## src/rtl/mult4_prod_accum.sv

```systemverilog
// mult4_prod_accum
// Accumulates a stream of unsigned multiplier products into a saturating
// per-frame sum. A frame closes on in_last or after FRAME_LEN products.
// The frame result is then held on the outputs until downstream takes it.
//
// state    | meaning
// ---------+-----------------------------------------------------------
// ST_ACCUM | accepting products, in_ready=1, out_valid=0
// ST_HOLD  | frame result presented, in_ready=0, out_valid=1
//
// in_ready and out_valid come straight from the state register, so there
// is no combinational path from any input to any output.

module mult4_prod_accum #(
  parameter int PW        = 8,
  parameter int ACC_W     = 16,
  parameter int FRAME_LEN = 16,
  parameter int CW        = $clog2(FRAME_LEN + 1)
) (
  input  logic             clk,
  input  logic             rst,
  input  logic             in_valid,
  output logic             in_ready,
  input  logic [PW-1:0]    in_p,
  input  logic             in_last,
  output logic             out_valid,
  input  logic             out_ready,
  output logic [ACC_W-1:0] out_sum,
  output logic [CW-1:0]    out_count,
  output logic             out_sat
);

  typedef enum logic {
    ST_ACCUM = 1'b0,
    ST_HOLD  = 1'b1
  } state_t;

  localparam logic [CW-1:0]    LP_FRAME_LEN = CW'(FRAME_LEN);
  localparam logic [CW-1:0]    LP_CNT_ONE   = CW'(1);
  localparam logic [ACC_W-1:0] LP_ACC_MAX   = '1;

  state_t           r_state;
  logic [ACC_W-1:0] r_acc;
  logic [CW-1:0]    r_cnt;
  logic             r_sat;
  logic [ACC_W-1:0] r_out_sum;
  logic [CW-1:0]    r_out_count;
  logic             r_out_sat;

  logic             w_accept;
  logic [ACC_W:0]   w_sum_ext;
  logic             w_carry;
  logic [ACC_W-1:0] w_acc_next;
  logic             w_sat_next;
  logic [CW-1:0]    w_cnt_next;
  logic             w_close;

  // Product acceptance is only possible while accumulating.
  assign w_accept = in_valid && (r_state == ST_ACCUM);

  // One extra bit catches the overflow; once saturated the accumulator sits
  // at all-ones, and any further non-zero product carries out again.
  assign w_sum_ext  = {1'b0, r_acc} + {{(ACC_W + 1 - PW){1'b0}}, in_p};
  assign w_carry    = w_sum_ext[ACC_W];
  assign w_acc_next = w_carry ? LP_ACC_MAX : w_sum_ext[ACC_W-1:0];
  assign w_sat_next = r_sat | w_carry;
  assign w_cnt_next = r_cnt + LP_CNT_ONE;

  // Frame ends on an explicit last flag or when the length limit is hit.
  assign w_close = in_last || (w_cnt_next == LP_FRAME_LEN);

  // Frame FSM: accumulate, latch the result on close, hold until consumed.
  always_ff @(posedge clk or posedge rst) begin
    if (rst) begin
      r_state     <= ST_ACCUM;
      r_acc       <= '0;
      r_cnt       <= '0;
      r_sat       <= 1'b0;
      r_out_sum   <= '0;
      r_out_count <= '0;
      r_out_sat   <= 1'b0;
    end else begin
      case (r_state)
        ST_ACCUM: begin
          if (w_accept) begin
            if (w_close) begin
              r_out_sum   <= w_acc_next;
              r_out_count <= w_cnt_next;
              r_out_sat   <= w_sat_next;
              r_acc       <= '0;
              r_cnt       <= '0;
              r_sat       <= 1'b0;
              r_state     <= ST_HOLD;
            end else begin
              r_acc <= w_acc_next;
              r_cnt <= w_cnt_next;
              r_sat <= w_sat_next;
            end
          end
        end
        ST_HOLD: begin
          if (out_ready) begin
            r_state <= ST_ACCUM;
          end
        end
        default: begin
          r_state <= ST_ACCUM;
        end
      endcase
    end
  end

  assign in_ready  = (r_state == ST_ACCUM);
  assign out_valid = (r_state == ST_HOLD);
  assign out_sum   = r_out_sum;
  assign out_count = r_out_count;
  assign out_sat   = r_out_sat;

endmodule

```

## config.mk

```make
export PLATFORM = sky130hd
export DESIGN_NAME = mult4_prod_accum
export DESIGN_NICKNAME = d
export VERILOG_FILES = /design/src/rtl/mult4_prod_accum.sv
export SDC_FILE = /design/constraint.sdc
export NUM_CORES = 1
export LEC_CHECK = 0
export CAP_MARGIN = 20
export CORE_MARGIN = 1
export CORE_UTILIZATION = 54
export CTS_CLUSTER_DIAMETER = 40
export DETAILED_ROUTE_END_ITERATION = 6
export PLACE_DENSITY = 0.86
export SLEW_MARGIN = 25
export SYNTH_ARGS = -nofsm -noshare
export SYNTH_HDL_FRONTEND = slang
export SYNTH_SLANG_ARGS = --single-unit
```

## constraint.sdc

```tcl
create_clock -name clk -period 2.73 [get_ports clk]
set_input_delay 0.6825 -clock clk [delete_from_list [all_inputs] [get_ports clk]]
set_output_delay 0.6825 -clock clk [all_outputs]
set_load 0.02 [all_outputs]
```

==> metrics.txt, run 1 <==
status finished clean; Area contributors post-synth dfrtp_1 46%, o21ai_0 8.7%, ha_1 5.1%; Post-synth EDFFs 0; Pre-antenna DRT Iters 6; post-synthesis net count approximately 280; antenna cell count 0; Worst-Margin Slew approximately 700 ps; Power Dens Cells ~1000 nW/um^2; top cell type's share of synthesized area 45.6%; WP data arrival 2820 ps; Max H-tree Level 2; TritonCTS clock tree built; Final Core Density between 70 and 80%; maximum clock rate about 380 MHz; Psw around 1.3 mW; Leak 1.41 nW; Root Driver clkbuf_8; maximum fanout along the worst path 8; Period Utilization, post-route 96.3%; CP required between 2000 and 3000 ps; Die Width 69.6 microns; Synth Flop Type dfrtp_1; pin count of the biggest net entering global routing 46; post-route ant nets 0; register area share after synthesis a little under half; total power ~3.2 mW; Sum Neg Setup Slack 0 ps; Fin. Hold Viols 0; worst min-delay path category reg2reg; Initial Util a little under three fifths; DRT Wirelength slightly above 6000 microns; element type at the critical path start input pin; row count 24; Async SR Flop Fraction between 90% and 100%; core footprint about 4400 sq um; final cell count without fillers 365; drt drc 0; CTS max path bufs 2; combinational share of power between 50% and 60%; Fin Clk Skew approximately 4.8 ps; vias in the first global route roughly 2,300; Clock Sinks 45; number of fill cells 305; RSZ-0062 raised after global routing no; Cells after Synth about 260; Reg area about 1100 sq um; Inserted Clock Buffers 5; Post-DP Area between 3000 and 4000 sq um; Ys Warns 0; drt initial violations between 200 and 250; Die H between 60 and 70 microns; Tmin final ~2600 ps; worst skew pair latency around 300 ps; via count around 2,300; final HPWL from detailed placement between 3000 and 4000 microns; Max Slew Vio Count 0; DR vias/cell just over 6; Area growth syn-to-layout 29.4%; Multi-input gate area roughly 1300 sq um; DP Cell Count about 350; Final nets 336; max-cap violations 0; initial antenna violation count 0; Mapped Avg Cell Area between 9 and 10 sq um; Die ar. about 4900 sq um; VDD IR max 0.429 mV; area of the mapped netlist 2470 sq um; number of synthesized register bits 45; gp weighted congestion 0.888; CP Capture Type flop; Distinct cells, synth 49; port bufs 36; switching share of total power between 30% and 40%; sequential share of power 32.4%; io pins 37; share of cells above drive strength 1 15.3%; Clock Power Share 16.8%; WS Path Type in2reg; Final Instance Area roughly 3200 sq um; relative slew slack approximately 53%; gr usage total approximately 27%; leading area contributor after synthesis dfrtp_1; Reg clk slew, reported paths roughly 90 ps; hold_ws 492 ps; count of final setup violators 0; Place WS -459 ps; worst setup margin slightly above 100 ps; drt wl/cell about 17 microns; # hold bufs at CTS 0; total grt overflow 0; Internal Pwr Total 1.93 mW; first-pass GRT wire length a little over 10,000 microns
-- cells in the final DEF (no fill, tap or decap), types with 3 or more instances in the layout --
cell,instances
a21o_1,7
a21oi_1,18
a31oi_1,5
and3_1,7
buf_4,24
clkbuf_8,6
clkdlybuf4s50_1,35
dfrtp_1,45
ha_1,9
inv_1,4
nand2_1,20
nand3_1,5
nor2_1,13
o21ai_0,43
o22a_1,3
o22ai_1,3
o31a_1,4
o31ai_1,6
xnor2_1,8
-- registers in the layout, summed over array words and instances, names as in the netlist --
name	flops
out_sum	16
r_acc	16
out_count	5
r_cnt	5
out_sat	1
out_valid	1
r_sat	1
-- power groups by stage --
stage                     sequential (mW)  combinational, mW  clock (mW)
final                                1.03               1.63       0.535
after global routing                 1.07               1.76       0.571
after CTS                            1.03               1.57       0.535
after detailed placement             1.04               1.52           0
after global placement               1.03               1.48           0
after floorplan                      1.16              0.781           0
-- what timing repair did --
item / 4_1_cts / 5_1_grt
endpoints found under the setup margin: 26 / 32
pin swaps: 7 / 7
endpoints found under the hold margin: 0 / 0
setup buffers: 1 / 2
resized for setup: 6 / 4
-- layout make-up --
class,instances,area share [%]
Clock buffer,7,2.70
Multi-Input combinational cell,194,41.2
Tap cell,52,2.04
Clock inverter,1,0.939
Timing Repair Buffer,61,17.3
Inverter,5,0.587
Sequential cell,45,35.2
-- worst paths after layout --
kind	startpoint	to	slack (ps)	cells after the start
min in group asynchronous	rst	r_cnt[1]	810	3
worst min-delay path	r_acc[4]	r_acc[4]	490	2
worst min register to register	r_acc[4]	r_acc[4]	490	2
worst max-delay path	in_p[1]	out_sum[8]	100	7
worst max register to register	r_acc[0]	out_sum[8]	300	7
max in group asynchronous	rst	out_count[1]	1530	3
-- routing by layer --
metal | track usage [%] | part of all wire [%] | vias to the layer above
li1 | - | - | 1067
met1 | 35.5 | 45 | 1092
met2 | 43.4 | 46 | 91
met3 | 5.81 | 6.5 | 15
met4 | 11.3 | 2.3 | 0
met5 | 0 | 0 | -
-- worst max-delay path, cell delays in order --
cell,delay [ps]
clkdlybuf4s50_1,450
fa_2,360
a21o_1,200
a221o_2,440
a31oi_4,340
xnor2_1,140
o22a_1,200
-- Yosys cell counts, types with 2 or more instances --
cell	n
dfrtp_1	45
o21ai_0	43
nand2_1	20
a21oi_1	19
nor2_1	14
clkbuf_1	11
ha_1	10
xnor2_1	8
a21o_1	7
and3_1	7
nand3_1	6
o31ai_1	6
a31oi_1	5
inv_1	5
o31a_1	4
a31o_2	3
buf_2	3
o22a_1	3
o22ai_1	3
mux2_2	2
nor2b_1	2
nor3_1	2
nor3b_1	2
nor4_1	2
xor2_1	2
-- cell families after synthesis --
group,after synthesis,synth area share (%)
simple gates,60,11.6
xor+xnor,10,3.54
fa+ha+maj,11,5.87
flops,45,45.6
buf+inv,19,3.04
mux,3,1.32
compound gates,110,29.1
Power figures use the tool's default switching activity.
==> run 2, diff against run 1 <==
ABC_AREA = 1   (was unset)
CTS_CLUSTER_DIAMETER = 50   (was 40)
PLACE_DENSITY = 0.85   (was 0.86)
RECOVER_POWER = 100   (was unset)
==> run 2 against run 1 <==
Against the previous run: the run now ends with design-rule violations left; maximum frequency up 7.7%; count of clock-buffer cells in the layout decreased by 2; worst hold slack got worse by 16 ps; area after synthesis is 4.3% higher; cell count up 21%; clock skew rose by 3.6 ps.
==> metrics.txt, run 2 <==
Final nets 412; Worst-Margin Slew around 970 ps; drt wl/cell around 12 microns; port bufs 36; register area share after synthesis 43.7%; DRT Wirelength ~5400 microns; final HPWL from detailed placement around 3700 microns; Fin Clk Skew 8.46 ps; pin count of the biggest net entering global routing 28; total grt overflow 0; element type at the critical path start input pin; CP Capture Type flop; met1 usage roughly 31%; WP data arrival 2630 ps; Initial Util approximately 58%; post-route ant nets 0; Root Driver clkbuf_8; synth cell count leaders 176 x nand2_1, 45 x dfrtp_1, 33 x inv_1; GRT busiest layer met2; Max stage delay on crit path a little over 400 ps; Reg clk slew, reported paths around 80 ps; VDD IR max 0.467 mV; GRT met2 Usage between 30% and 40%; Final Instance Area between 3000 and 4000 sq um; worst path cell trace clkdlybuf4s50_1 -> ha_1 -> fa_1 -> nand2_1 -> nand2_1 -> nand3_1 -> nand2_1 -> nand3_4 -> o21ai_0 -> nand2_1 -> nand2_1; Post-synth EDFFs 0; Cells after Synth between 300 and 400; Place WS 45.8 ps; Distinct cells, synth 30; PostCTS Resize Cnt 0; number of synthesized register bits 45; CP required around 2900 ps; DR vias/cell ~5.1; Mapped Avg Cell Area ~7.3 sq um; top cell type's share of synthesized area 43.7%; Die H 71.1 microns; Period Utilization, post-route 89.4%; core footprint about 4500 sq um; top-count cell post-synth nand2_1; Die Width 71.1 microns; Async SR Flop Fraction 100%; via count between 2,000 and 2,500; Die ar. ~5000 sq um; leading area contributor after synthesis dfrtp_1; maximum fanout along the worst path 16; gp weighted congestion 0.954; total power 2.19 mW; R2R Setup Slk 330 ps; area of the mapped netlist about 2600 sq um; drt initial violations 138; most frequent cells in the layout 177 x nand2_1, 45 x dfrtp_1, 33 x inv_1; met3 Resource Use GR 3.42%; Pre-antenna DRT Iters 6; crit-path most repeated cell nand2_1; Post-CTS Setup Bufs 0; # hold bufs at CTS 0; drt drc 1; commonest non-fill, non-tap cell in the layout nand2_1; Leak between 1.5 and 2 nW; share of cells above drive strength 1 4.88%; Post-DP Area just under 3000 sq um; Area growth syn-to-layout 17.9%; Area contributors post-synth dfrtp_1 44%, nand2_1 26%, nand3_1 5.4%; first-pass GRT wire length approximately 9200 microns; critical path's slowest cell clkdlybuf4s50_1; Max H-tree Level 2; Fin. Hold Viols 0; Power Dens Cells between 700 and 800 nW/um^2; RSZ-0062 raised after global routing no; Sum Neg Setup Slack 0 ps; gr usage total a little under a quarter; relative slew slack a little over a third; CTS max path bufs 2; TritonCTS clock tree built; Ys Warns 0; Clock Sinks 45; WS Path Type in2reg; worst min-delay path category reg2reg; initial antenna violation count 0; maximum clock rate approximately 400 MHz; Max Slew Vio Count 0; failing checks design-rule violations; Tmin final 2440 ps; worst skew pair latency slightly above 300 ps; antenna cell count 0; post-synthesis net count about 380; io pins 37; vias in the first global route 2,104; status finished, violations left; Inserted Clock Buffers 5; row count 24; count of final setup violators 0; max-cap violations 0; Synth Flop Type dfrtp_1; worst setup margin 290 ps
run 2: cell count changes after synthesis, moves of 8 or more:
cell      change
a21oi_1      -17
inv_1        +28
xnor2_1       -8
o21ai_0      -37
clkbuf_1      -9
nand2_1     +156
nand3_1      +22
run 2: path summary, 6_finish.rpt:
kind,startpoint,to,cells after the start
setup / recovery,in_p[0],r_acc[2],11
hold / removal,out_sum[14],out_sum[14],2
setup reg to reg,r_cnt[0],out_sum[9],9
hold reg to reg,out_sum[14],out_sum[14],2
max in group asynchronous,rst,r_acc[11],3
min in group asynchronous,rst,r_acc[9],2
run 2: through the flow:
step / hold WS (ps) / util, % / instances
6_report: 476 / 67.9 / 441
5_1_grt: 502 / 67.9 / 441
4_1_cts: 487 / 68.2 / 441
3_5_place_dp: 466 / 66.3 / 433
3_3_place_gp: 465 / 66.3 / 433
2_1_floorplan: 453 / - / 351
run 2: cell type report:
| cell class | instances | area (sq um) |
|---|---|---|
| fillers | 368 | 1440 |
| multi-input cells | 263 | 1240 |
| flip-flops and latches | 45 | 1130 |
| clock buffers | 5 | 68.8 |
| well taps | 52 | 65.1 |
| inverters | 34 | 128 |
| repair buffers | 39 | 392 |
| clock inverters | 3 | 17.5 |
run 2: kinds of logic after synthesis:
kind of cell	Yosys count	share of synthesized area, %
buf+inv	43	7.72
xor+xnor	4	1.65
compound gates	13	3.06
simple gates	235	38.3
fa+ha+maj	11	5.63
flops	45	43.7
run 2: worst max-delay path, delay by kind of cell:
| kind | cells | cell delay (ps) |
|---|---|---|
| AO/OA/AOI/OAI | 1 | 160 |
| AND/OR/NAND/NOR | 7 | 770 |
| adder cells (fa/ha/maj) | 2 | 620 |
| buffers and inverters | 1 | 410 |
run 2: layer usage:
| metal | wire length (microns) | up-vias |
|---|---|---|
| li1 | - | 1149 |
| met1 | 2580 | 1007 |
| met2 | 2500 | 68 |
| met3 | 227 | 7 |
| met4 | 79 | 0 |
| met5 | 0 | - |
run 2: where the power goes:
group          internal, mW  total [mW]  switching, mW
clock network         0.177       0.410          0.233
registers             0.813       0.920          0.107
logic                 0.346       0.864          0.518
==> run 3, diff against run 2 <==
SLEW_MARGIN = unset   (was 25)
==> results of run 3 <==
Same layout as run 2: the final DEF is identical, and so are final timing and power.
